==> src/rtl/adder_tree_acc_if.sv <==
`default_nettype none
// ============================================================================
//  Module   : adder_tree_acc_if
//  Brief    : Beat-in / frame-result-out bundle for the adder tree accumulator.
//  Revision : 1.0 - initial release
// ============================================================================
interface adder_tree_acc_if #(
    parameter int WL = 40,
    parameter int N  = 16,
    parameter int OW = WL + $clog2(N) + 8,
    parameter int CW = 8
);
    logic              i_valid;
    logic              i_last;
    logic [N*WL-1:0]   i_data;
    logic              o_valid;
    logic [OW-1:0]     o_sum;
    logic [CW-1:0]     o_beats;
    logic              o_ovf;

    modport master (
        output i_valid,
        output i_last,
        output i_data,
        input  o_valid,
        input  o_sum,
        input  o_beats,
        input  o_ovf
    );

    modport slave (
        input  i_valid,
        input  i_last,
        input  i_data,
        output o_valid,
        output o_sum,
        output o_beats,
        output o_ovf
    );
endinterface
`default_nettype wire

==> src/rtl/adder_tree_acc.sv <==
`default_nettype none
// ============================================================================
//  Module   : adder_tree_acc
//  Brief    : Pipelined signed adder tree with saturating frame accumulation.
//  Revision : 1.0 - initial release
// ============================================================================
module adder_tree_acc #(
    parameter int WL    = 40,
    parameter int N     = 16,
    parameter int LOG2N = $clog2(N),
    parameter int AW    = 8,
    parameter int CW    = 8,
    parameter int OW    = WL + LOG2N + AW
) (
    input  wire                  clk,
    input  wire                  reset,
    adder_tree_acc_if.slave      bus
);

    // Bit offset of tree stage s inside the flattened tap bus.
    function automatic int f_off(input int s);
        int o;
        o = 0;
        for (int i = 0; i < s; i++) begin
            o += (N >> i) * (WL + i);
        end
        return o;
    endfunction

    localparam int TW        = WL + LOG2N;
    localparam int TAP_W     = f_off(LOG2N + 1);
    localparam logic [OW-1:0] c_sum_max = {1'b0, {(OW-1){1'b1}}};
    localparam logic [OW-1:0] c_sum_min = {1'b1, {(OW-1){1'b0}}};
    localparam logic [CW-1:0] c_cnt_max = {CW{1'b1}};

    wire [TAP_W-1:0]     w_tap;
    logic [LOG2N-1:0]    r_vld;
    logic [LOG2N-1:0]    r_lst;

    assign w_tap[0 +: N*WL] = bus.i_data;

    generate
        for (genvar s = 1; s <= LOG2N; s++) begin : g_stage
            localparam int SW = WL + s;
            localparam int NS = N >> s;
            localparam int OI = f_off(s - 1);
            localparam int OO = f_off(s);

            wire  [NS*SW-1:0] w_nxt;
            logic [NS*SW-1:0] r_sum;

            for (genvar j = 0; j < NS; j++) begin : g_pair
                wire [SW-2:0] w_a = w_tap[OI + (2*j)   * (SW-1) +: SW-1];
                wire [SW-2:0] w_b = w_tap[OI + (2*j+1) * (SW-1) +: SW-1];
                assign w_nxt[j*SW +: SW] = {w_a[SW-2], w_a} + {w_b[SW-2], w_b};
            end

            always_ff @(posedge clk or posedge reset) begin
                if (reset) begin
                    r_sum <= '0;
                end else begin
                    r_sum <= w_nxt;
                end
            end

            assign w_tap[OO +: NS*SW] = r_sum;
        end
    endgenerate

    // Valid/last ride alongside the tree; last is only meaningful with valid.
    always_ff @(posedge clk or posedge reset) begin
        if (reset) begin
            r_vld <= '0;
            r_lst <= '0;
        end else begin
            r_vld[0] <= bus.i_valid;
            r_lst[0] <= bus.i_valid & bus.i_last;
            for (int i = 1; i < LOG2N; i++) begin
                r_vld[i] <= r_vld[i-1];
                r_lst[i] <= r_lst[i-1];
            end
        end
    end

    wire [TW-1:0] w_tree   = w_tap[f_off(LOG2N) +: TW];
    wire          w_t_vld  = r_vld[LOG2N-1];
    wire          w_t_last = r_lst[LOG2N-1];

    logic [OW-1:0] r_acc;
    logic [CW-1:0] r_cnt;
    logic          r_ovf;
    logic          r_open;
    logic          r_o_valid;
    logic [OW-1:0] r_o_sum;
    logic [CW-1:0] r_o_beats;
    logic          r_o_ovf;

    logic [OW-1:0] w_t;
    logic [OW-1:0] w_base;
    logic [OW:0]   w_add;
    logic          w_sat;
    logic [OW-1:0] w_acc_next;
    logic [CW-1:0] w_cnt_next;
    logic          w_ovf_next;

    // One extra sum bit exposes overflow; the two top bits disagree on wrap.
    always_comb begin
        w_t        = OW'($signed(w_tree));
        w_base     = r_open ? r_acc : '0;
        w_add      = {w_base[OW-1], w_base} + {w_t[OW-1], w_t};
        w_sat      = w_add[OW] ^ w_add[OW-1];
        w_acc_next = w_add[OW-1:0];
        if (w_sat) begin
            w_acc_next = w_add[OW] ? c_sum_min : c_sum_max;
        end
        w_cnt_next = CW'(1);
        if (r_open) begin
            w_cnt_next = (r_cnt == c_cnt_max) ? r_cnt : r_cnt + CW'(1);
        end
        w_ovf_next = (r_open & r_ovf) | w_sat;
    end

    always_ff @(posedge clk or posedge reset) begin
        if (reset) begin
            r_acc     <= '0;
            r_cnt     <= '0;
            r_ovf     <= 1'b0;
            r_open    <= 1'b0;
            r_o_valid <= 1'b0;
            r_o_sum   <= '0;
            r_o_beats <= '0;
            r_o_ovf   <= 1'b0;
        end else begin
            r_o_valid <= 1'b0;
            if (w_t_vld) begin
                if (w_t_last) begin
                    r_o_sum   <= w_acc_next;
                    r_o_beats <= w_cnt_next;
                    r_o_ovf   <= w_ovf_next;
                    r_o_valid <= 1'b1;
                    r_open    <= 1'b0;
                    r_acc     <= '0;
                    r_cnt     <= '0;
                    r_ovf     <= 1'b0;
                end else begin
                    r_acc     <= w_acc_next;
                    r_cnt     <= w_cnt_next;
                    r_ovf     <= w_ovf_next;
                    r_open    <= 1'b1;
                end
            end
        end
    end

    assign bus.o_valid = r_o_valid;
    assign bus.o_sum   = r_o_sum;
    assign bus.o_beats = r_o_beats;
    assign bus.o_ovf   = r_o_ovf;

endmodule
`default_nettype wire

==> src/flat_wrapper.sv <==
// flat-port wrapper written by rule: the top's interface ports become plain ports
module adder_tree_acc_flat 
#(
    parameter int WL    = 40,
    parameter int N     = 16,
    parameter int LOG2N = $clog2(N),
    parameter int AW    = 8,
    parameter int CW    = 8,
    parameter int OW    = WL + LOG2N + AW
)
  (clk, reset, bus_i_valid, bus_i_last, bus_i_data, bus_o_valid, bus_o_sum, bus_o_beats, bus_o_ovf);
  adder_tree_acc_if #(.WL(WL), .N(N), .OW(OW), .CW(CW)) bus_i ();
  input  wire clk;
  input  wire reset;
  input wire logic [$bits(bus_i.i_valid)-1:0] bus_i_valid;
  input wire logic [$bits(bus_i.i_last)-1:0] bus_i_last;
  input wire logic [$bits(bus_i.i_data)-1:0] bus_i_data;
  output wire logic [$bits(bus_i.o_valid)-1:0] bus_o_valid;
  output wire logic [$bits(bus_i.o_sum)-1:0] bus_o_sum;
  output wire logic [$bits(bus_i.o_beats)-1:0] bus_o_beats;
  output wire logic [$bits(bus_i.o_ovf)-1:0] bus_o_ovf;
  assign bus_i.i_valid = bus_i_valid;
  assign bus_i.i_last = bus_i_last;
  assign bus_i.i_data = bus_i_data;
  assign bus_o_valid = bus_i.o_valid;
  assign bus_o_sum = bus_i.o_sum;
  assign bus_o_beats = bus_i.o_beats;
  assign bus_o_ovf = bus_i.o_ovf;
  adder_tree_acc #(.WL(WL), .N(N), .LOG2N(LOG2N), .AW(AW), .CW(CW), .OW(OW)) u_core (.clk(clk), .reset(reset), .bus(bus_i));
endmodule
==> config.mk <==
export PLATFORM = sky130hd
export DESIGN_NAME = adder_tree_acc_flat
export DESIGN_NICKNAME = d
export VERILOG_FILES = /design/src/rtl/adder_tree_acc_if.sv /design/src/rtl/adder_tree_acc.sv /design/src/flat_wrapper.sv
export SDC_FILE = /design/constraint.sdc
export NUM_CORES = 2
export LEC_CHECK = 0
export CAP_MARGIN = 5
export CELL_PAD_IN_SITES_DETAIL_PLACEMENT = 1
export CELL_PAD_IN_SITES_GLOBAL_PLACEMENT = 2
export CORE_MARGIN = 2
export CORE_UTILIZATION = 30
export DETAILED_ROUTE_END_ITERATION = 6
export GPL_TIMING_DRIVEN = 0
export PLACE_DENSITY_LB_ADDON = 0.08
export SETUP_SLACK_MARGIN = 0.1
export SLEW_MARGIN = 10
export SYNTH_ARGS = -nofsm -noshare
export SYNTH_HDL_FRONTEND = slang
export SYNTH_SLANG_ARGS = --single-unit
==> constraint.sdc <==
create_clock -name clk -period 28.5 [get_ports clk]
set_input_delay 2.85 -clock clk [delete_from_list [all_inputs] [get_ports clk]]
set_output_delay 2.85 -clock clk [all_outputs]
set_load 0.02 [all_outputs]
==> flow_metrics.tcl <==
set metrics [dict create \
    status "finished, final reports clean" \
    synthTopCellsByArea "dfrtp_1 34%, ha_1 15%, xnor2_1 6.2%" \
    cts.root.buffer_cell "clkbuf_16" \
    startpoint_type "input port" \
    post-place-ws_ps 21470 \
    cts_resized 0 \
    finalSetupViolations 0 \
    grt_overflow 0 \
    worstSetupEndpointType "flop" \
    path_class "in -> reg" \
    max-slew-margin-rel_pct 27.1 \
    worstMarginPinSlew_ps 1080 \
    critPathMaxFanout 4 \
    vias 46900 \
    drive_above_1_share_pct 4.82 \
    viasPerCell 5.06 \
    grt_usage_pct 20.0 \
    cpLargestDelayFamily "compound AO/OA/AOI/OAI gates" \
    rsz0062_at_grt "no" \
    fin_skew_ps 36.8 \
    period_share_pct 22.3 \
    powerDensity_nw_per_um2 105 \
    post_cts_buffers 0 \
    drc_errors 0 \
    cts_max_level 3 \
    synth_seq_cells 758 \
    finalCriticalPeriod_ps 6350 \
    dp_hpwl_mm 159 \
    first_global_vias 50000 \
    synth_edf_count 0 \
    r2r-start "u_core.r_open" \
    syn_nets 7227 \
    core-area_sq_um 183000 \
    max_cap_violations 0 \
    post_drt_wl_per_cell_microns 20.5 \
    hold_violations 0 \
    grt_use_met3_pct 2.15 \
    syn_inst 5903 \
    routed_wl_mm 189 \
    die_area_sq_um 187000 \
    grt_max_degree 117 \
    drt-initial-drc-count 2184 \
    dieWidth_microns 433 \
    antenna_found_initial 6 \
    ant_nets 0 \
    cp_slowest_cell "o311ai_0" \
    critPathBufInv 2 \
    clock_path_buffers 3 \
    initial_utilization_pct 30.2 \
    grt-busiest-layer "met2" \
    final_nets 8032 \
    holdPathEnd "u_core.r_vld[3]" \
    worstHoldStart "u_core.r_vld[2]" \
    setup_slack_ps 22150 \
    worstPathRequired_ps 29070 \
    routabilityCongestion 0.849 \
    hp-class "reg -> reg" \
    path_common_cell "o21ai_0" \
    met2_usage_pct 34.6 \
    cts_hold_buf 0 \
    cts_made_buffers 91 \
    regToRegEndpoint "u_core.r_acc[1]" \
    clock_sinks 758 \
    synth_top_area_share_pct 34.4 \
    hold_depth 0 \
    dieHeight_microns 433 \
    grt_use_met1_pct 26.8 \
    max_stage_delay_ps 770 \
    holdWs_ps 354 \
    synth_seq_area_share_pct 34.4 \
    dr.pass1.iters 5 \
    r2r_slack_ps 23470 \
    p_leak_nw 30.6 \
    fillCellCount 20900 \
    synth-main-ff-cell "dfrtp_1" \
    ys_warn_count 0 \
    final_max_slew_viol_count 0 \
    ys_types 108 \
    tritoncts "built" \
    area_delta_synth_final_pct 24.5 \
    ios 706 \
    yosysTopAreaCell "dfrtp_1" \
    clkTransAtPathRegs_ps 60 \
    path_cells "clkdlybuf4s50_1 > ha_1 > inv_1 > fa_1 > nor2b_1 > o21a_1 > o21ai_0 > a211oi_1 > o311ai_0 > a21oi_1 > o221ai_1 > o211a_1 > o21ai_0 > xor2_1" \
    rows 157 \
    clkLatencyLatePin_ps 710 \
    r2r_cells 16 \
    cp_data_arrival_time_ps 6920 \
    fmax_mhz 158 \
    netlist_area_sq_um 55200 \
    port_buffers 705 \
    async_flop_share_pct 100 \
    grt_pass1_wl_mm 295 \
    syn-mean-instance-area_sq_um 9.35 \
    vdd_drop_max_uv 47.8 \
]
-- report_power, final --
| group | internal (W) | switching [W] | total (W) |
|---|---|---|---|
| clock network | 0.000742 | 0.000492 | 0.00123 |
| registers | 0.00150 | 0.000254 | 0.00176 |
| logic | 0.00173 | 0.00247 | 0.00420 |
-- sequential cells by signal, indices dropped and copies added, names as in the netlist --
register	flops
u_core.bus.o_ovf	1
u_core.bus.o_valid	1
u_core.r_lst	4
u_core.g_stage.r_sum	626
u_core.r_cnt	8
u_core.r_ovf	1
u_core.r_acc	52
u_core.r_vld	4
u_core.bus.o_beats	8
u_core.bus.o_sum	52
u_core.r_open	1
-- per-layer routing --
metal	share of wire [%]	vias to the layer above	wire length, microns
met5	0.012	-	22
met4	1.7	4	3160
met3	2.5	162	4750
met2	49	574	92300
met1	47	22900	89200
li1	-	23200	-
-- cell type report --
| cell class | instances | area, sq um | share of cell area (%) |
|---|---|---|---|
| Multi-Input combinational cell | 4817 | 34800 | 50.6 |
| Sequential cell | 758 | 19000 | 27.6 |
| Timing Repair Buffer | 712 | 7250 | 10.5 |
| Tap cell | 2464 | 3080 | 4.49 |
| Clock buffer | 123 | 2600 | 3.78 |
| Inverter | 207 | 785 | 1.14 |
| Buffer | 121 | 697 | 1.01 |
| Clock inverter | 46 | 583 | 0.848 |
| Antenna cell | 6 | 15.0 | 0.0218 |
-- stage by stage --
stage                     setup TNS (ps)  area (sq um)  total power (W)  util [%]  std cells
final                                  0         68700          0.00719      37.6       9254
after global routing                   0         68700          0.00783      37.6       9252
after CTS                              0         68700          0.00732      37.6       9248
after detailed placement               0         65500          0.00603      35.8       9079
after global placement          -3507660         65300          0.00599      35.7       9072
after floorplan                        0         55200          0.00465         -       5903
-- synth_stat cells, types with 10 or more instances --
cell type,count
nand4_1,69
nand3_1,110
a21boi_0,26
a211o_1,13
o21ai_1,34
nor2b_1,87
a311oi_1,10
a31oi_1,82
buf_2,10
nand2b_1,67
ha_1,664
dfrtp_1,758
a2111oi_0,14
o21a_1,101
or3_1,36
a211oi_1,56
inv_1,205
o211ai_1,37
a221oi_1,23
a41oi_1,12
o2111ai_1,13
a221o_1,12
nor3b_1,12
o21bai_1,99
a21oi_1,583
clkbuf_1,83
a31o_2,14
a21o_1,347
o31a_1,16
or4_1,10
nor2_1,416
or2_2,20
and4_1,18
o31ai_1,41
o2bb2ai_2,41
nor3_1,98
o21ai_0,344
xnor2_1,391
xor2_1,174
and2_1,76
nand2_1,365
nor4_1,19
and3_1,83
fa_1,16
-- how the worst max path moves through the flow --
stage,cells after the start,slack (ps),start,endpoint
floorplan,1,4380,reset,u_core.bus.o_beats[0]
global placement,2,-4770,reset,u_core.g_stage[1].r_sum[216]
detailed placement,14,21470,bus_i_data[560],u_core.g_stage[1].r_sum[323]
CTS,14,22230,bus_i_data[560],u_core.g_stage[1].r_sum[323]
global route,14,21840,bus_i_data[560],u_core.g_stage[1].r_sum[321]
finish,14,22150,bus_i_data[560],u_core.g_stage[1].r_sum[323]
-- cells in the final DEF, fill, tap and decap left out, types with 41 or more instances in the layout --
cell type | Yosys | layout
nor3_1 | 98 | 98
o21a_1 | 101 | 101
nand2_1 | 365 | 365
nand2b_1 | 67 | 67
o31ai_1 | 41 | 41
inv_1 | 205 | 204
a211oi_1 | 56 | 56
clkdlybuf4s50_1 | 0 | 705
and2_1 | 76 | 76
o2bb2ai_2 | 41 | 41
dfrtp_1 | 758 | 758
a21oi_1 | 583 | 583
o21bai_1 | 99 | 99
xnor2_1 | 391 | 391
nand4_1 | 69 | 69
ha_1 | 664 | 664
o21ai_0 | 344 | 344
clkbuf_1 | 83 | 97
nor2_1 | 416 | 416
a21o_1 | 347 | 347
and3_1 | 83 | 83
nor2b_1 | 87 | 87
xor2_1 | 174 | 174
nand3_1 | 110 | 110
clkbuf_16 | 0 | 93
a31oi_1 | 82 | 82
-- logic make-up (layout without fill, tap and decap cells) --
logic type,after synthesis,in the layout,share of synthesized area (%)
AO/OA/AOI/OAI,2041,2041,24.7
AND/OR/NAND/NOR,1520,1520,13.5
flip-flops,758,758,34.4
adder cells (fa/ha/maj),680,680,15.6
XOR/XNOR,565,565,8.97
buffers and inverters,328,1209,2.67
multiplexers,11,11,0.206
other,0,6,0
Power figures use the tool's default switching activity.
